--- src/rtl/mmio_io_ctrl.sv ---
// rtl/mmio_io_ctrl.sv - memory-mapped LED/hex-display/switch peripheral for the upper address half
module mmio_io_ctrl #(
    parameter int DATA_W   = 16,
    parameter int ADDR_W   = 9,
    parameter int DIGITS   = 4,
    parameter int SW_W     = 10,
    parameter int LED_W    = 9,
    parameter int DEBOUNCE = 16,
    parameter int BLINK_W  = 24
) (
    input  logic                  clk,
    input  logic                  reset,
    input  logic [1:0]            mem_cmd,
    input  logic [ADDR_W-1:0]     mem_addr,
    input  logic [DATA_W-1:0]     wr_data,
    output logic [DATA_W-1:0]     rd_data,
    output logic                  io_sel,
    input  logic [SW_W-1:0]       sw,
    output logic [LED_W-1:0]      led,
    output logic [7*DIGITS-1:0]   segs
);

    localparam int OFF_W = ADDR_W - 1;
    localparam int HEX_W = 4 * DIGITS;
    localparam int CNT_W = (DEBOUNCE > 1) ? $clog2(DEBOUNCE) : 1;

    localparam logic [OFF_W-1:0] OFF_SWITCH = OFF_W'(0);
    localparam logic [OFF_W-1:0] OFF_LED    = OFF_W'(1);
    localparam logic [OFF_W-1:0] OFF_HEXVAL = OFF_W'(2);
    localparam logic [OFF_W-1:0] OFF_CTRL   = OFF_W'(3);
    localparam logic [OFF_W-1:0] OFF_STATUS = OFF_W'(4);
    localparam logic [CNT_W-1:0] DB_MAX     = CNT_W'(DEBOUNCE - 1);

    logic               io_space;
    logic               wr_en;
    logic               rd_en;
    logic [OFF_W-1:0]   offset;

    logic [LED_W-1:0]   led_reg;
    logic [HEX_W-1:0]   hex_reg;
    logic [2:0]         ctrl_reg;
    logic [SW_W-1:0]    sw_sync1;
    logic [SW_W-1:0]    sw_sync2;
    logic [SW_W-1:0]    sw_cand;
    logic [SW_W-1:0]    sw_stable;
    logic [CNT_W-1:0]   db_cnt;
    logic               changed;
    logic [BLINK_W-1:0] blink_cnt;

    logic               sw_diff;
    logic               sw_accept;
    logic               changed_set;
    logic               status_clr;

    assign io_space = mem_addr[ADDR_W-1];
    assign offset   = mem_addr[OFF_W-1:0];
    assign wr_en    = io_space && (mem_cmd == 2'b00);
    assign rd_en    = io_space && (mem_cmd == 2'b01);
    assign io_sel   = rd_en;
    assign led      = led_reg;

    always_comb begin
        rd_data = '0;
        if (rd_en) begin
            case (offset)
                OFF_SWITCH: rd_data = DATA_W'(sw_stable);
                OFF_LED:    rd_data = DATA_W'(led_reg);
                OFF_HEXVAL: rd_data = DATA_W'(hex_reg);
                OFF_CTRL:   rd_data = DATA_W'(ctrl_reg);
                OFF_STATUS: rd_data = DATA_W'(changed);
                default:    rd_data = '0;
            endcase
        end
    end

    always_ff @(posedge clk or posedge reset) begin
        if (reset) begin
            led_reg  <= '0;
            hex_reg  <= '0;
            ctrl_reg <= 3'b100;
        end else if (wr_en) begin
            case (offset)
                OFF_LED:    led_reg  <= wr_data[LED_W-1:0];
                OFF_HEXVAL: hex_reg  <= wr_data[HEX_W-1:0];
                OFF_CTRL:   ctrl_reg <= wr_data[2:0];
                default:    ;
            endcase
        end
    end

    // The counter holds at DB_MAX so a stable input keeps re-accepting the same candidate.
    assign sw_diff     = (sw_sync2 != sw_cand);
    assign sw_accept   = !sw_diff && (db_cnt == DB_MAX);
    assign changed_set = sw_accept && (sw_cand != sw_stable);
    assign status_clr  = rd_en && (offset == OFF_STATUS);

    always_ff @(posedge clk or posedge reset) begin
        if (reset) begin
            sw_sync1  <= '0;
            sw_sync2  <= '0;
            sw_cand   <= '0;
            sw_stable <= '0;
            db_cnt    <= '0;
            changed   <= 1'b0;
        end else begin
            sw_sync1 <= sw;
            sw_sync2 <= sw_sync1;
            if (sw_diff) begin
                sw_cand <= sw_sync2;
                db_cnt  <= '0;
            end else if (sw_accept) begin
                sw_stable <= sw_cand;
            end else begin
                db_cnt <= db_cnt + 1'b1;
            end
            if (changed_set) begin
                changed <= 1'b1;
            end else if (status_clr) begin
                changed <= 1'b0;
            end
        end
    end

    always_ff @(posedge clk or posedge reset) begin
        if (reset) begin
            blink_cnt <= '0;
        end else begin
            blink_cnt <= blink_cnt + 1'b1;
        end
    end

    function automatic logic [6:0] hex7(input logic [3:0] n);
        case (n)
            4'h0: hex7 = 7'b1000000;
            4'h1: hex7 = 7'b1111001;
            4'h2: hex7 = 7'b0100100;
            4'h3: hex7 = 7'b0110000;
            4'h4: hex7 = 7'b0011001;
            4'h5: hex7 = 7'b0010010;
            4'h6: hex7 = 7'b0000010;
            4'h7: hex7 = 7'b1111000;
            4'h8: hex7 = 7'b0000000;
            4'h9: hex7 = 7'b0011000;
            4'hA: hex7 = 7'b0001000;
            4'hB: hex7 = 7'b0000011;
            4'hC: hex7 = 7'b1000110;
            4'hD: hex7 = 7'b0100001;
            4'hE: hex7 = 7'b0000110;
            default: hex7 = 7'b0001110;
        endcase
    endfunction

    // Walk from the most significant digit down so hi_zero means "this and all higher nibbles are 0".
    always_comb begin
        logic       hi_zero;
        logic [3:0] nib;
        logic       blank;
        segs    = '1;
        hi_zero = 1'b1;
        nib     = '0;
        blank   = 1'b0;
        for (int k = DIGITS - 1; k >= 0; k--) begin
            nib     = hex_reg[4*k +: 4];
            hi_zero = hi_zero && (nib == 4'h0);
            blank   = !ctrl_reg[2]
                   || (ctrl_reg[0] && blink_cnt[BLINK_W-1])
                   || (ctrl_reg[1] && (k > 0) && hi_zero);
            segs[7*k +: 7] = blank ? 7'b1111111 : hex7(nib);
        end
    end

endmodule

--- config.mk ---
export PLATFORM = sky130hd
export DESIGN_NAME = mmio_io_ctrl
export DESIGN_NICKNAME = d
export VERILOG_FILES = /design/src/rtl/mmio_io_ctrl.sv
export SDC_FILE = /design/constraint.sdc
export NUM_CORES = 1
export LEC_CHECK = 0
export ABC_AREA = 1
export CAP_MARGIN = 10
export CORE_MARGIN = 2
export CORE_UTILIZATION = 50
export CTS_BUF_LIST = sky130_fd_sc_hd__clkbuf_8
export CTS_CLUSTER_SIZE = 10
export DETAILED_ROUTE_END_ITERATION = 16
export PLACE_DENSITY = 0.76
export REMOVE_ABC_BUFFERS = 1
export SYNTH_ARGS = -nofsm -noshare
export SYNTH_HDL_FRONTEND = slang
export SYNTH_SLANG_ARGS = --single-unit
--- constraint.sdc ---
create_clock -name clk -period 3.9 [get_ports clk]
set_clock_uncertainty 0.15 [all_clocks]
set_input_delay 0.78 -clock clk [delete_from_list [all_inputs] [get_ports clk]]
set_output_delay 0.78 -clock clk [all_outputs]
set_load 0.02 [all_outputs]
== After elaboration in Yosys (flattened, before gate mapping) ==
Memory sizes are Yosys's and may differ from the RTL's.
Cells that the tools add are included.

* Memories: 4
* Output and inout bits: 54
* Register bits: 97
* Input port bits: 39
* Bits in read-only memories: 448
* Logic and storage cells: 63

* Multiplexer cells: 10
* Add/subtract/negate cells: 2
* Equality and inequality tests: 9
* Reductions and logical operators: 27
* Bitwise gates (word level): 1

{| class="wikitable"
|+ Memories
! name !! words !! bits a word !! read ports !! clocked after Yosys merged registers in !! write ports !! RTL line !! source
|-
| (no name shown) || 16 || 7 || 1 || 0 || 0 || 133 || <nowiki>case (n)</nowiki>
|-
| (no name shown) || 16 || 7 || 1 || 0 || 0 || 133 ||
|-
| (no name shown) || 16 || 7 || 1 || 0 || 0 || 133 ||
|-
| (no name shown) || 16 || 7 || 1 || 0 || 0 || 133 ||
|}

{| class="wikitable"
|+ Operators by type and width
! cell !! number
|-
| $pmux W16 S5 || 1
|-
| $mux W7 || 4
|-
| $add A24 B1 Y24 const B || 1
|-
| $ne A10 B10 Y1 || 2
|-
| $eq A8 B2 Y1 const B || 2
|-
| $mux W16 || 1
|-
| $logic_not A4 Y1 || 3
|-
| $logic_and A1 B1 Y1 || 11
|-
| $eq A8 B1 Y1 const B || 1
|-
| $eq A8 B3 Y1 const B || 1
|-
| $logic_not A8 Y1 || 1
|-
| $mux W4 || 2
|-
| $reduce_and A2 Y1 || 4
|-
| $add A4 B1 Y4 const B || 1
|-
| $eq A4 B4 Y1 const B || 1
|-
| $logic_or A1 B1 Y1 || 4
|-
| $eq A2 B1 Y1 const B || 1
|-
| $logic_not A1 Y1 || 2
|-
| $logic_not A2 Y1 || 1
|-
| $mux W1 || 2
|-
| $ne A2 B2 Y1 const B || 1
|-
| $reduce_bool A2 Y1 || 1
|-
| $not A1 Y1 || 1
|}

== Depth between registers and ports, before layout ==
Gate-level depths: netlist of run 1.

* Word-level depth: 6
* Depth in mapped cells: 10
* Mapped depth without buffers: 10

== Worst setup path after synthesis of run 1 ==
No wires, ideal clock.

* Path type: input-to-output
* Start point: input mem_addr[8]
* End point: output rd_data[10]
* Path buffers: 0
* Slack: 0.759 ns
* Required time: 2.970 ns
* Cell stages on the path: 6
* Arrival: 2.211 ns
* Path through: nand2_1 > nor2_1 > o21ai_1 > nor3_2 > inv_2 > nor3_1

* Longest elaborated chain between the ends: 2

{| class="wikitable"
|+ Ends and longest elaborated chain
! element !! RTL line !! source
|-
| start, declared || 14 || <nowiki>input logic [ADDR_W-1:0] mem_addr,</nowiki>
|-
| $logic_and A1 B1 Y1 || 58 || <nowiki>assign rd_en = io_space && (mem_cmd == 2'b01);</nowiki>
|-
| named net io_sel || 17 || <nowiki>output logic io_sel,</nowiki>
|-
| $mux W16 || 64 || <nowiki>if (rd_en) begin</nowiki>
|-
| end, declared || 16 || <nowiki>output logic [DATA_W-1:0] rd_data,</nowiki>
|}

The timed path passes the listed nets, and every way through them passes these cells.

== Final worst setup path of run 1 ==
* Start point: input mem_addr[7]
* End point: output rd_data[1]

* Longest elaborated chain between the ends: 3
* Elaborated cells between the ends (all ways): 7
* Classes of those cells: eq/ne: 4; mux: 2; reduce/logical: 1

{| class="wikitable"
|+ Ends and longest elaborated chain
! element !! RTL line !! source
|-
| $eq A8 B3 Y1, or another cell as far along || 65 || <nowiki>case (offset)</nowiki>
|-
| $pmux W16 S5 * || 65 ||
|-
| $mux W16 * || 64 ||
|}

Mark *: on every way between the ends. The rest lies on a longest branch, timed or not.

==> run metrics, run 1 <==
Avg Inst Size Synth=7.76 um2; P_leak=3.27 nW; asr flop ratio synth=100%; Int Pwr=between 0.001 and 0.0015 W; clock root buffer=clkbuf_8; Fin. Hold Viols=0; Yosys reg bits=97; outcome=complete, no violations; peak supply drop=roughly 0.26 mV; Final ANT Viol Nets=0; initial core utilization=52.0%; Std-Cell Core Area=0.0104 mm2; Synth Cell Area=0.00542 mm2; total power=0.00192 W; Top delay family on crit path=buffers and inverters; Cell variety after synth=37; via count=between 4000 and 5000; CTS tree=done; pwr dens=285 mW/mm2; CP required=2970 ps; clk sinks=97; Yosys top cell by area=dfrtp_1; Post-Synth Simple-Gate Area=28.9%; htree depth=3; storage element area=0.00243 mm2; Clk pwr share=36.8%; cells along the critical path=clkdlybuf4s50_1, nor2_1, nand3_2, inv_2, buf_4, nand3_1, o21ai_0, nor2_1, nor2_1, clkdlybuf4s50_1; # rows=37; largest net degree at the start of global routing=74; gr usage total=22.3%; kind of critical path=primary input to primary output; CP most frequent cell=nor2_1; Layout Nets=848; synth top area cells=dfrtp_1, nand2_1, nand3_1; r2r startpoint=sw_cand[5]; Syn. warnings=0; compound-cell area share of the yosys netlist=9.45%; flop2flop setup slack=1820 ps; worst hold start=sw_sync1[8]; P&R area growth vs syn=24.5%; ys flop type=dfrtp_1; Via density=~5.2; wire per inst=~13 um; die area=0.0117 mm2; Pre-antenna DRT Iters=5; Seq/Total Area, Yosys=44.8%; total grt overflow=0; Setup crit start=mem_addr[7]; min Tclk post-route=roughly 3900 ps; Reg power frac=54.6%; critical path arrival=2940 ps; Tightest Pin Transition=749 ps; drt first-iter violations=261; maximum clock path buffer count=2; CP Launch Type=primary input; die width=108 um; reg2reg end=db_cnt[1]; # IOs=93; Fmax=259 MHz; DRC=0; Tcrit/Tclk final=99.1%; final setup violation count=0; footprint of the multi-input gates=around 0.0026 mm2; cell depth of the worst flop-to-flop path=8; initial antenna violation count=0; die span in y=about 110 um; layout cell share with drive strength beyond 1=just over 8%; Slew Limit Headroom=49.9%; Max Cap Viol=0; drt total wl=12500 um; main combinational cell family by area after synthesis=simple AND/OR/NAND/NOR gates; setup TNS=0 ps; peak per-stage delay on the critical path=620 ps; switching part of the total power=25.5%; switching power total=0.000489 W; Slew Viols, Final=0; mux cell area share after synthesis=0%; XOR/XNOR Fraction of Synth Area=4.21%; HPWL Detailed=between 9000 and 10000 um; Critical Path Fanout Max=9; Worst setup EP type=primary output; Crit-path slowest cell=clkdlybuf4s50_1; number of synthesized flops with an enable pin=0; CP bufs+invs=4; RSZ-0062 raised after global routing=yes; Placer Congestion=0.936; Hold Crit Depth=0; port bufs=92; first-pass GRT wire length=~21000 um; Hold Crit Class=flip-flop to flip-flop; Final Util=about 65%; Skew-Pair Late Insertion Delay=around 370 ps; max reg flops=24; WHS Endpoint=sw_sync2[8]; antenna cell count=0; fill count=882; vias in the first global route=around 4600; Comb power frac=approximately 8.6%; Synth Area in Adders=4.39%; hold_buf cts=0; Mapped Cells=698; Synth top area share=44.4%; Clk pin slew, worst setup/hold paths=100 ps; CTS Buf Count=9
## power groups by stage
stage / combinational [W] / sequential, W / clock [W]
global route: 0.000186 / 0.00105 / 0.000770
global placement: 0.000160 / 0.00107 / 0
finish: 0.000166 / 0.00105 / 0.000706
detailed placement: 0.000164 / 0.00107 / 0
CTS: 0.000165 / 0.00105 / 0.000723
floorplan: 0.0000861 / 0.00106 / 0
## layout make-up
| type | count | area share [%] |
|---|---|---|
| repair buffers | 103 | 15.1 |
| flip-flops and latches | 97 | 36.0 |
| clock inverters | 6 | 1.19 |
| well taps | 136 | 2.52 |
| multi-input cells | 489 | 38.1 |
| inverters | 90 | 5.03 |
| clock buffers | 10 | 2.04 |
## worst max path at each step
stage	to	slack, ps	cells after the start
2_1_floorplan	blink_cnt[0]	440	1
3_3_place_gp	rd_data[0]	60	9
3_5_place_dp	rd_data[0]	-9	9
4_1_cts	rd_data[0]	0.3	9
5_1_grt	rd_data[1]	-50	10
6_report	rd_data[1]	30	10
## layout by cell type (no fill, tap or decap), types with 2 or more instances in the layout
cell type	n
a31oi_1	2
o21ai_1	3
nor3_1	14
o21ai_2	14
inv_8	3
o2111ai_1	3
clkdlybuf4s50_1	91
nor3_4	2
buf_4	10
o311ai_0	4
clkbuf_8	10
nand2_2	6
nand2_1	209
xnor2_1	11
o211ai_1	7
xor2_1	15
nor2_1	51
dfrtp_1	96
nor2_4	3
a21oi_1	16
nand4_1	5
inv_2	4
nand3_1	65
nor2_2	2
o21ai_0	26
ha_1	19
nand3b_1	2
inv_1	85
## routing by layer
| metal | routed length (um) | GRT usage [%] |
|---|---|---|
| met1 | 5300 | 28.5 |
| met2 | 6040 | 37.9 |
| met4 | 321 | 8.42 |
| met3 | 834 | 4.10 |
| met5 | 0 | 0 |
## metrics by stage
step	instance area, um2	std cells	hold slack (ps)	setup slack [ps]
finish	6740	931	207	34.2
global route	6740	931	215	-46.1
CTS	6680	927	208	0.309
floorplan	5310	676	181	438
detailed placement	6460	911	185	-9.02
global placement	6460	911	182	55.5
## synthesized netlist by cell type, drive strengths merged, types with 2 or more instances
library cell and n:
nand3 66, nand3b 2, a21oi 16, o311ai 4
xor2 15, a31oi 2, nor2 57, nand4 5
dfrtp 96, nand2 216, xnor2 11, inv 90
o211ai 7, ha 19, nor3 17, o21ai 43
clkbuf 16, o2111ai 3, buf 6
## repair_timing
action,4_1_cts,5_1_grt
endpoints found under the setup margin,0,15
gates resized for setup,0,7
buffers inserted,0,4
## worst register-to-register path, cell delays in order (launching register included)
cell and delay, ps:
dfrtp_1 420, inv_1 50, nand2_1 50, nand2_1 40, nor2_1 180, nand3_1 100, nor2_1 580, inv_1 240
a21oi_1 180
## cells by family after synthesis
group / count (synthesis)
AOI/OAI and AO/OA: 80
adders and majority gates: 19
and+or+nand+nor: 364
xor gates and xnor gates: 26
DFF: 97
buffers and inverters: 112
Note: power is estimated with default switching activity, not from simulation.
==> run 2: changes to the inputs <==
Settings changed: ABC_AREA 1 to unset, PLACE_DENSITY 0.76 to 0.77.
==> run metrics, run 2 <==
Synth top area share=46.5% (was 44.4%); number of synthesized flops with an enable pin=0 (unchanged); asr flop ratio synth=100% (unchanged); Hold Crit Class=flip-flop to flip-flop (unchanged); mux cell area share after synthesis=13.9% (was 0%); min Tclk post-route=3740 ps (was 3870 ps); Yosys reg bits=97 (unchanged); Mapped Cells=467 (was 698); Comb power frac=7.6% (was 8.6%); Post-synth top cells=dfrtp_1, nor2_1, nand2_1 (was nand2_1, dfrtp_1, inv_1); Skew-Pair Late Insertion Delay=360 ps (was 370 ps); DP Worst Slack=149 ps (was -9.02 ps); Via density=5.34 (was 5.24); outcome=complete, no violations (unchanged); CP Launch Type=primary input (unchanged); Cell variety after synth=50 (was 37); Pre-antenna DRT Iters=4 (was 5); final setup violation count=0 (unchanged); critical path arrival=2810 ps (was 2940 ps); drt total wl=10600 um (was 12500 um); Slew Limit Headroom=50.3% (was 49.9%); initial core utilization=50.7% (was 52.0%); DRC=0 (unchanged); # IOs=93 (unchanged); Seq/Total Area, Yosys=47.0% (was 44.8%); ys flop type=dfrtp_1 (unchanged); Final Util=63.2% (was 64.7%); wire per inst=15.4 um (was 13.4 um); P&R area growth vs syn=24.7% (was 24.5%); CTS tree=done (unchanged); Setup crit start=mem_addr[1] (was mem_addr[7]); HPWL Detailed=8020 um (was 9480 um); CTS Buf Count=9 (unchanged); Tightest Pin Transition=743 ps (was 749 ps); Synth Cell Area=0.00516 mm2 (was 0.00542 mm2); Max Cap Viol=0 (unchanged); worst hold start=sw_sync1[3] (was sw_sync1[8]); first-pass GRT wire length=18100 um (was 20700 um); total power=0.00191 W (was 0.00192 W); CP required=2970 ps (about the same); pwr dens=297 mW/mm2 (was 285 mW/mm2); htree depth=3 (unchanged); maximum clock path buffer count=2 (unchanged); Layout Nets=607 (was 848); switching power total=0.000430 W (was 0.000489 W); Std-Cell Core Area=0.0102 mm2 (was 0.0104 mm2); commonest non-fill, non-tap cell in the layout=dfrtp_1 (was nand2_1); Slew Viols, Final=0 (unchanged); most frequent cell after synthesis=dfrtp_1 (was nand2_1); switching part of the total power=22.5% (was 25.5%); vias in the first global route=3692 (was 4582); # rows=37 (unchanged); via count=3684 (was 4880); Yosys top cell by area=dfrtp_1 (unchanged); Tcrit/Tclk final=95.9% (was 99.1%); clock root buffer=clkbuf_8 (unchanged); Synth Area in Adders=4.60% (was 4.39%); die span in y=106 um (was 108 um); r2r startpoint=sw_cand[2] (was sw_cand[5]); Critical Path Fanout Max=8 (was 9); largest net degree at the start of global routing=98 (was 74); drt first-iter violations=150 (was 261); antenna cell count=0 (unchanged); Avg Inst Size Synth=11.1 um2 (was 7.76 um2); Fin. Hold Viols=0 (unchanged); total grt overflow=0 (unchanged); Placer Congestion=0.926 (was 0.936); layout cell share with drive strength beyond 1=14.3% (was 8.18%); Clk pwr share=37.7% (was 36.8%); clk sinks=97 (unchanged); peak supply drop=0.226 mV (was 0.264 mV); Final ANT Viol Nets=0 (unchanged); Post-Synth Simple-Gate Area=14.6% (was 28.9%); main combinational cell family by area after synthesis=simple AND/OR/NAND/NOR gates (unchanged); synth top area cells=dfrtp_1, mux2_4, ha_1 (was dfrtp_1, nand2_1, nand3_1); Worst setup EP type=primary output (unchanged); Setup WS post-layout=158 ps (was 34.2 ps); max reg flops=24 (unchanged); gr usage total=20.3% (was 22.3%); die width=106 um (was 108 um); XOR/XNOR Fraction of Synth Area=7.29% (was 4.21%); P_leak=2.65 nW (was 3.27 nW); Fmax=267 MHz (was 259 MHz); compound-cell area share of the yosys netlist=8.62% (was 9.45%); Syn. warnings=0 (unchanged); port bufs=92 (unchanged); # Post-CTS Setup Buffers=0 (unchanged); Reg power frac=54.6% (about the same); RSZ-0062 raised after global routing=no (was yes); die area=0.0112 mm2 (was 0.0117 mm2); Int Pwr=0.00148 W (was 0.00143 W); Clk pin slew, worst setup/hold paths=90 ps (was 100 ps); initial antenna violation count=0 (unchanged); most frequent cells in the layout=dfrtp_1, clkdlybuf4s50_1, nor2_1 (was nand2_1, dfrtp_1, clkdlybuf4s50_1); setup TNS=0 ps (unchanged); kind of critical path=primary input to primary output (unchanged)
## run 2: changes by cell type in the layout (fill, tap and decap cells not counted), sizes merged, moves of 5 or more
cell    previous run  this run
nand2            216        26
mux2i              0        13
and3               0         6
mux2               0        40
nand3             66        23
nor3              17        10
nor2              57        34
nor4               0         5
nor2b              0         8
nand2b             0         6
xnor2             11        25
inv               93        19
o211ai             7        22
o21ai             43        10
## run 2: worst max-delay path: stages
cell             delay, ps
clkdlybuf4s50_1        620
nor2b_1                530
a21oi_1                140
nor2_1                 100
clkdlybuf4s50_1        630
## run 2: final timing paths
check                                to  slack [ps]  cells past startpoint
hold / removal              sw_sync2[3]         200                      0
hold reg to reg             sw_sync2[3]         200                      0
min in group asynchronous   sw_sync1[9]         710                      3
setup / recovery             rd_data[3]         160                      5
max in group asynchronous   ctrl_reg[2]        2510                      3
setup reg to reg           sw_stable[6]        1540                      4
## run 2: layout make-up
type | instances | area [um2]
fill | 810 | 3740
multi-input combinational | 324 | 2560
sequential | 97 | 2430
timing repair buffer | 100 | 993
tap | 136 | 170
clock buffer | 10 | 138
clock inverter | 6 | 88.8
inverter | 17 | 65.1
## run 2: cell families (layout without fill, tap and decap cells)
logic type,count (synthesis),after routing
AO/OA/AOI/OAI,66,66
XOR/XNOR,43,43
adder cells (fa/ha/maj),19,19
buffers and inverters,46,133
flip-flops,97,97
multiplexers,56,56
AND/OR/NAND/NOR,140,140
## run 2: metrics by stage
stage               hold WS, ps  cells  cell area [um2]
finish                      204    690             6440
global route                210    690             6440
CTS                         206    690             6420
detailed placement          185    674             6190
global placement            182    674             6190
floorplan                   181    438             5030
## run 2: timing repair
| action | CTS | global route |
|---|---|---|
| hold buffers | 0 | 0 |
| gates resized for setup | 0 | 3 |
| endpoints found under the setup margin | 0 | 8 |
## run 2: power by group through the flow
stage | clock (W) | sequential (W) | combinational (W)
2_1_floorplan | 0 | 0.00106 | 0.0000658
3_3_place_gp | 0 | 0.00106 | 0.000143
3_5_place_dp | 0 | 0.00107 | 0.000146
4_1_cts | 0.000745 | 0.00105 | 0.000146
5_1_grt | 0.000780 | 0.00105 | 0.000159
6_report | 0.000722 | 0.00105 | 0.000146
## run 2: metal layers
layer,share of wire [%],up-vias,global-route usage (%)
met4,1.9,0,8.36
met1,45,1767,27.2
met5,0,-,0
met2,48,95,32.9
li1,-,1807,-
met3,5.1,15,3.22
